$ cat config.mk
export PLATFORM = sky130hd
export DESIGN_NAME = apb_arbiter
export DESIGN_NICKNAME = d
export VERILOG_FILES = /design/src/rtl/apb_arbiter.sv
export SDC_FILE = /design/constraint.sdc
export NUM_CORES = 1
export LEC_CHECK = 0
export ABC_CLOCK_PERIOD_IN_PS = 2400
export BUFFER_PORTS_ARGS = -buffer_cell sky130_fd_sc_hd__buf_2
export CAP_MARGIN = 20
export CORE_UTILIZATION = 47
export DETAILED_ROUTE_END_ITERATION = 16
export PLACE_DENSITY = 0.87
export SYNTH_ARGS = -nofsm -noshare
export SYNTH_HDL_FRONTEND = slang
export SYNTH_SLANG_ARGS = --single-unit
$ cat constraint.sdc
create_clock -name clk -period 2.4 [get_ports clk]
set_input_delay 0.12 -clock clk [delete_from_list [all_inputs] [get_ports clk]]
set_output_delay 0.12 -clock clk [all_outputs]
set_load 0.005 [all_outputs]
$ cat src/rtl/apb_arbiter.sv
// Two-requester round-robin APB master sharing one slave between two clients.
// Define APB_TIMEOUT_EN to build the ACCESS-phase timeout abort (TIMEOUT_CYCLES).
module apb_arbiter #(
  parameter int TIMEOUT_CYCLES = 16
) (
  input  logic        clk,
  input  logic        reset,
  input  logic        req0_i,
  input  logic        req1_i,
  input  logic        wr0_i,
  input  logic        wr1_i,
  input  logic [9:0]  addr0_i,
  input  logic [9:0]  addr1_i,
  input  logic [31:0] wdata0_i,
  input  logic [31:0] wdata1_i,
  output logic        done0_o,
  output logic        done1_o,
  output logic [31:0] rdata_o,
  output logic        err_o,
  output logic        psel_o,
  output logic        penable_o,
  output logic        pwrite_o,
  output logic [9:0]  paddr_o,
  output logic [31:0] pwdata_o,
  input  logic [31:0] prdata_i,
  input  logic        pready_i
);

  typedef enum logic [1:0] {
    ST_IDLE   = 2'd0,
    ST_SETUP  = 2'd1,
    ST_ACCESS = 2'd2,
    ST_DONE   = 2'd3
  } state_t;

  state_t state_r;
  state_t next_state_s;
  logic   last_gnt_r;
  logic   winner_s;
  logic   grant_s;
  logic   timeout_s;

`ifdef APB_TIMEOUT_EN
  logic [7:0] tmo_cnt_r;

  // Abort when this stalled ACCESS cycle brings the count up to the limit
  always_comb begin
    timeout_s = 1'b0;
    if ((state_r == ST_ACCESS) && !pready_i &&
        ((int'(tmo_cnt_r) + 1) >= TIMEOUT_CYCLES)) begin
      timeout_s = 1'b1;
    end else begin
      timeout_s = 1'b0;
    end
  end

  // Stall counter: cleared on grant, saturating increment while pready is low
  always_ff @(posedge clk) begin
    if (!reset) begin
      tmo_cnt_r <= 8'd0;
    end else if (grant_s) begin
      tmo_cnt_r <= 8'd0;
    end else if ((state_r == ST_ACCESS) && !pready_i && (tmo_cnt_r != 8'hFF)) begin
      tmo_cnt_r <= tmo_cnt_r + 8'd1;
    end else begin
      tmo_cnt_r <= tmo_cnt_r;
    end
  end
`else
  // No counter in this build; the limit has no effect
  assign timeout_s = 1'b0 && (TIMEOUT_CYCLES > 0);
`endif

  // Round-robin pick and next-state decode
  always_comb begin
    winner_s     = 1'b0;
    grant_s      = 1'b0;
    next_state_s = state_r;
    if (req0_i && req1_i) begin
      winner_s = ~last_gnt_r;
    end else if (req1_i) begin
      winner_s = 1'b1;
    end else begin
      winner_s = 1'b0;
    end
    case (state_r)
      ST_IDLE: begin
        if (req0_i || req1_i) begin
          next_state_s = ST_SETUP;
          grant_s      = 1'b1;
        end else begin
          next_state_s = ST_IDLE;
        end
      end
      ST_SETUP:  next_state_s = ST_ACCESS;
      ST_ACCESS: begin
        if (pready_i || timeout_s) begin
          next_state_s = ST_DONE;
        end else begin
          next_state_s = ST_ACCESS;
        end
      end
      ST_DONE:   next_state_s = ST_IDLE;
      default:   next_state_s = ST_IDLE;
    endcase
  end

  // State, registered APB phase outputs, latched transfer and completion
  always_ff @(posedge clk) begin
    if (!reset) begin
      state_r    <= ST_IDLE;
      last_gnt_r <= 1'b1;
      psel_o     <= 1'b0;
      penable_o  <= 1'b0;
      pwrite_o   <= 1'b0;
      paddr_o    <= 10'd0;
      pwdata_o   <= 32'd0;
      rdata_o    <= 32'd0;
      done0_o    <= 1'b0;
      done1_o    <= 1'b0;
      err_o      <= 1'b0;
    end else begin
      state_r   <= next_state_s;
      psel_o    <= (next_state_s == ST_SETUP) || (next_state_s == ST_ACCESS);
      penable_o <= (next_state_s == ST_ACCESS);
      done0_o   <= (next_state_s == ST_DONE) && !last_gnt_r;
      done1_o   <= (next_state_s == ST_DONE) && last_gnt_r;
      err_o     <= (next_state_s == ST_DONE) && timeout_s;
      if (grant_s) begin
        last_gnt_r <= winner_s;
        pwrite_o   <= winner_s ? wr1_i    : wr0_i;
        paddr_o    <= winner_s ? addr1_i  : addr0_i;
        pwdata_o   <= winner_s ? wdata1_i : wdata0_i;
      end else begin
        last_gnt_r <= last_gnt_r;
        pwrite_o   <= pwrite_o;
        paddr_o    <= paddr_o;
        pwdata_o   <= pwdata_o;
      end
      // pready beats a same-cycle timeout; writes and aborts return zero
      if ((state_r == ST_ACCESS) && pready_i) begin
        rdata_o <= pwrite_o ? 32'd0 : prdata_i;
      end else if (timeout_s) begin
        rdata_o <= 32'd0;
      end else begin
        rdata_o <= rdata_o;
      end
    end
  end

endmodule

After elaboration in Yosys (flattened, before gate mapping)
Index checks and enable logic that the tools add are counted.
- output and inout port bits: 80
- register bits after elaboration: 82
- reduce and logical (&&, ||, !) cells: 8
- equality and inequality tests: 6
- bitwise logic cells: 1
- muxes and demuxes: 11
- operators with widths (kind ; count):
    $mux 32 ; 2
    $mux 10 ; 1
    $eq 2x2->1 const B ; 4
    $pmux 2 s4 ; 1
    $mux 1 ; 7
    $eq 2x1->1 const B ; 2
    $logic_and 1x1->1 ; 4
    $logic_not 2->1 ; 1
    $logic_or 1x1->1 ; 2
    $logic_not 1->1 ; 1
    $not 1->1 ; 1

Depth between registers and ports, before layout
- word-level depth: 5
- mapped depth: 7
- mapped depth without buffers: 5

Worst setup path after synthesis
OpenSTA, ideal clock, no wires.
- path type: flip-flop to flip-flop
- from: register state_r[0]
- to: register done0_o
- path slack: 1.191 ns
- data arrival time: 1.129 ns
- cell stages (with the launch flop): 7
- buffers on the path: 1
- required time: 2.320 ns
- path through: dfxtp_1 -> inv_1 -> ha_1 -> buf_2 -> nand2_1 -> o21ai_1 -> nor3b_1
- word-level cells in the longest chain between the ends: 4
- RTL lines (element ; RTL line ; RTL):
    start, declared ; 36 ; state_t state_r;
    start signal, assigned ; 123 ; state_r <= next_state_s;
    $eq 2x2->1, or another cell as far along ; 86 ; case (state_r)
    $pmux 2 s4 (*) ; 86 ;
    $eq 2x2->1 (*) ; -- ;
    $logic_and 1x1->1 (*) ; 126 ; done0_o <= (next_state_s == ST_DONE) && !last_gnt_r;
    end signal, assigned ; 126 ;
    end, declared ; 16 ; output logic done0_o,
Every way passes the cells marked *; elsewhere a longest branch is shown, timed or not.
A chain may end at the register's enable or synchronous reset.

Worst setup path after layout
- from: register state_r[0]
- to: register pwdata_o[17]
- word-level cells in the longest chain between the ends: 2
- RTL lines (element ; RTL line ; RTL):
    $logic_not 2->1 ; 86 ;
    $mux 1 ; 86 ;
    end signal, assigned ; 133 ; pwdata_o <= winner_s ? wdata1_i : wdata0_i;
    end signal, assigned ; 138 ; pwdata_o <= pwdata_o;
    end, declared ; 24 ; output logic [31:0] pwdata_o,
No other way between the ends.

==> metrics.txt <==
io pins 203; P per Cell Area 782.1 mW/mm^2; Async SR Flop Fraction 0%; vias in the first global route 3541; Max Cap Viol 0; post-DP HPWL 6594 um; area of the multi-input gates 0.001598 sq mm; post_cts resized 0; Post-Syn Nets 537; Final ANT Viol Nets 0; most frequent cell after synthesis a21oi_1; Clock power frac 34.8%; I/O Buffers 201; VDD IR max 432.3 uV; R2R Setup Slk 0.67 ns; combinational power share 22.8%; top cell type's share of synthesized area 47.61%; RSZ-0062 raised after global routing no; sequential-to-total area share from yosys stat 47.61%; Power Internal 2.758 mW; hold buffers post-CTS 17; Synth Cell Area 0.003448 sq mm; Num CTS Buffers 9; Die Wd 87.66 um; total negative slack 0 ns; post-synth top area cell dfxtp_1; post-layout minimum cycle time 1.729 ns; total gr overflow 0; Leakage 2.319 nW; clk_lat worst skew 0.35 ns; CP max FO 37; GPL Wtd Cong 0.7589; Via-to-Cell Ratio 5.326; origin of the critical flop-to-flop path state_r[0]; crit path kind register to register; drt initial violations 200; final setup vio count 0; total die area 0.007683 sq mm; NumNets Final 733; Die Ht 87.66 um; Yosys cell types 24; status completed; share of layout cells above drive strength 1 37.03%; synth warn 0; critical-path cell list inv_1, ha_1, o21a_1, buf_4, o21ai_0, a21oi_1; pre-CTS setup slack 0.5358 ns; CTS sink cnt 82; Area growth, synth to finish 42.05%; worst r2r path cells 6; CP Buf/Inv Count 2; CP Launch Point state_r[0]; top achievable clock speed 578.4 MHz; Crit path max-delay family compound AO/OA/AOI/OAI gates; critical path depth 6; Gate Count Post-Synth 412; routed len/inst 14.35 um; initial core utilization 49.66%; Slew Limit Fails 0; register area 0.001642 sq mm; CP Launch Type register; H-tree levels 3; worst hold path class input port to register; FP Rows 30; worst rel slew slack 44.93%; first-pass GRT wire length 15450 um; Final WS setup 0.6709 ns; Clock Tree Root clkbuf_8; FILL cells 538; Critical Path Sink Type register; Clock Skew 0.01144 ns; initial antenna violation count 0; Max Root-Sink Buffers 2; sw frac 28.02%; Critical Path RT 2.67 ns; Critical Path End pwdata_o[17]; main flop type after synthesis dfxtp_1; n_diodes 0; number of detailed-route iterations in the first pass 4; Post-synth EDFFs 0; Syn Area/Cell 8.370 sq um; net load switching power 1.073 mW; Hold Violations, Final 0; pin count of the biggest net entering global routing 47; post-CTS setup buffer count 0; core area 0.006944 sq mm; Via Count 3776; final worst path period share 72.04%; r2r endpoint pwdata_o[17]; final WL 10180 um; Tot GR Track Use 25.43%; #FFs+latches synth 82; largest cells by area after synthesis dfxtp_1 (48%), a21oi_1 (13%), nand2_1 (8.4%), nand4b_1 (8.1%), o21ai_0 (6.1%); worst slew pin tran 0.8260 ns; top cell types by occurrence after synthesis a21oi_1 (87), dfxtp_1 (82), nand2_1 (77), o21ai_0 (42), nand4b_1 (32); CP max stage delay 0.37 ns; Reg power frac 42.5%; CP arrival 2.00 ns; CTS tree done; final core occ 70.54%; CP max stage cell buf_4; drt drc 0; Worst-path clk slew 0.08 ns
## power by group through the flow
stage / registers [mW] / logic, mW / clock network, mW
2_1_floorplan: 1.65 / 0.475 / 0
3_3_place_gp: 1.65 / 0.805 / 0
3_5_place_dp: 1.65 / 0.828 / 0
4_1_cts: 1.63 / 0.851 / 1.36
5_1_grt: 1.65 / 0.967 / 1.42
6_report: 1.63 / 0.872 / 1.33
## cells by family (layout without fill, tap and decap cells)
kind of cell | count (synthesis) | after routing | share of synthesized area [%]
compound gates | 168 | 168 | 27.43
fa+ha+maj | 2 | 2 | 0.7256
buf+inv | 43 | 244 | 6.277
flops | 82 | 82 | 47.61
mux | 1 | 1 | 0.2903
other cells | 1 | 1 | 0.1087
simple gates | 115 | 115 | 17.56
## routing by layer
metal  routed length [um]  GRT usage, %
met1                 4069         30.55
met2                 4981         43.39
met3                  891         6.126
met4                  234         11.03
met5                    0             0
## worst reg2reg max path, cell delays in order, from the launching register on
cell	delay (ns)
dfxtp_1	0.30
inv_1	0.07
ha_1	0.29
o21a_1	0.29
buf_4	0.37
o21ai_0	0.18
a21oi_1	0.16
## sequential cells by signal, summed over array words and instances, names as in the netlist
signal and count:
state_r 2, pwdata_o 32, last_gnt_r 1, rdata_o 32
paddr_o 10, psel_o 1, pwrite_o 1, done1_o 1
done0_o 1, penable_o 1
## cell usage in the layout, fill, tap and decap left out
cell,netlist,layout
nand4b_1,32,32
nand2_1,77,77
ha_1,2,2
a21boi_0,27,27
inv_1,3,3
a21boi_1,5,5
nor3b_1,1,1
dlygate4sd3_1,0,17
and2_1,1,1
bufinv_16,0,4
and3_1,2,2
buf_4,10,5
buf_2,14,201
inv_6,0,1
a21oi_1,87,87
nor2_1,1,1
o21ai_4,0,1
a21bo_2,1,1
o21ai_0,42,42
clkinvlp_4,0,1
o21ai_1,3,3
nand2b_1,1,1
buf_12,0,2
a21boi_4,1,1
clkbuf_8,0,10
conb_1,1,1
o21a_1,1,1
dfxtp_1,82,82
mux2i_1,1,1
## metrics by stage
stage,hold slack [ns],instances,power (mW),area [sq um]
global route,0.004024,709,4.038,4898
finish,0.01234,709,3.831,4898
CTS,0.0001310,708,3.832,4878
global placement,0.3609,675,2.453,4434
detailed placement,0.3656,675,2.481,4434
floorplan,0.2541,412,2.123,3448
## how the worst min path moves through the flow
stage / slack (ns) / from / depth (start not counted) / endpoint
final: 0.01 / wdata0_i[12] / 3 / pwdata_o[12]
after global routing: 0.004 / addr0_i[4] / 3 / paddr_o[4]
after CTS: 0.0001 / wdata0_i[1] / 3 / pwdata_o[1]
after detailed placement: 0.37 / addr0_i[5] / 3 / paddr_o[5]
after global placement: 0.36 / addr0_i[4] / 3 / paddr_o[4]
after floorplan: 0.25 / addr0_i[9] / 2 / paddr_o[9]
## layout make-up
cell class	count	share of cell area, %
sequential	82	33.51
multi-input combinational	287	32.62
timing repair buffer	225	25.59
clock buffer	10	2.810
clock inverter	6	2.784
tap	96	2.452
inverter	3	0.2299
Note: power is estimated with default switching activity, not from simulation.
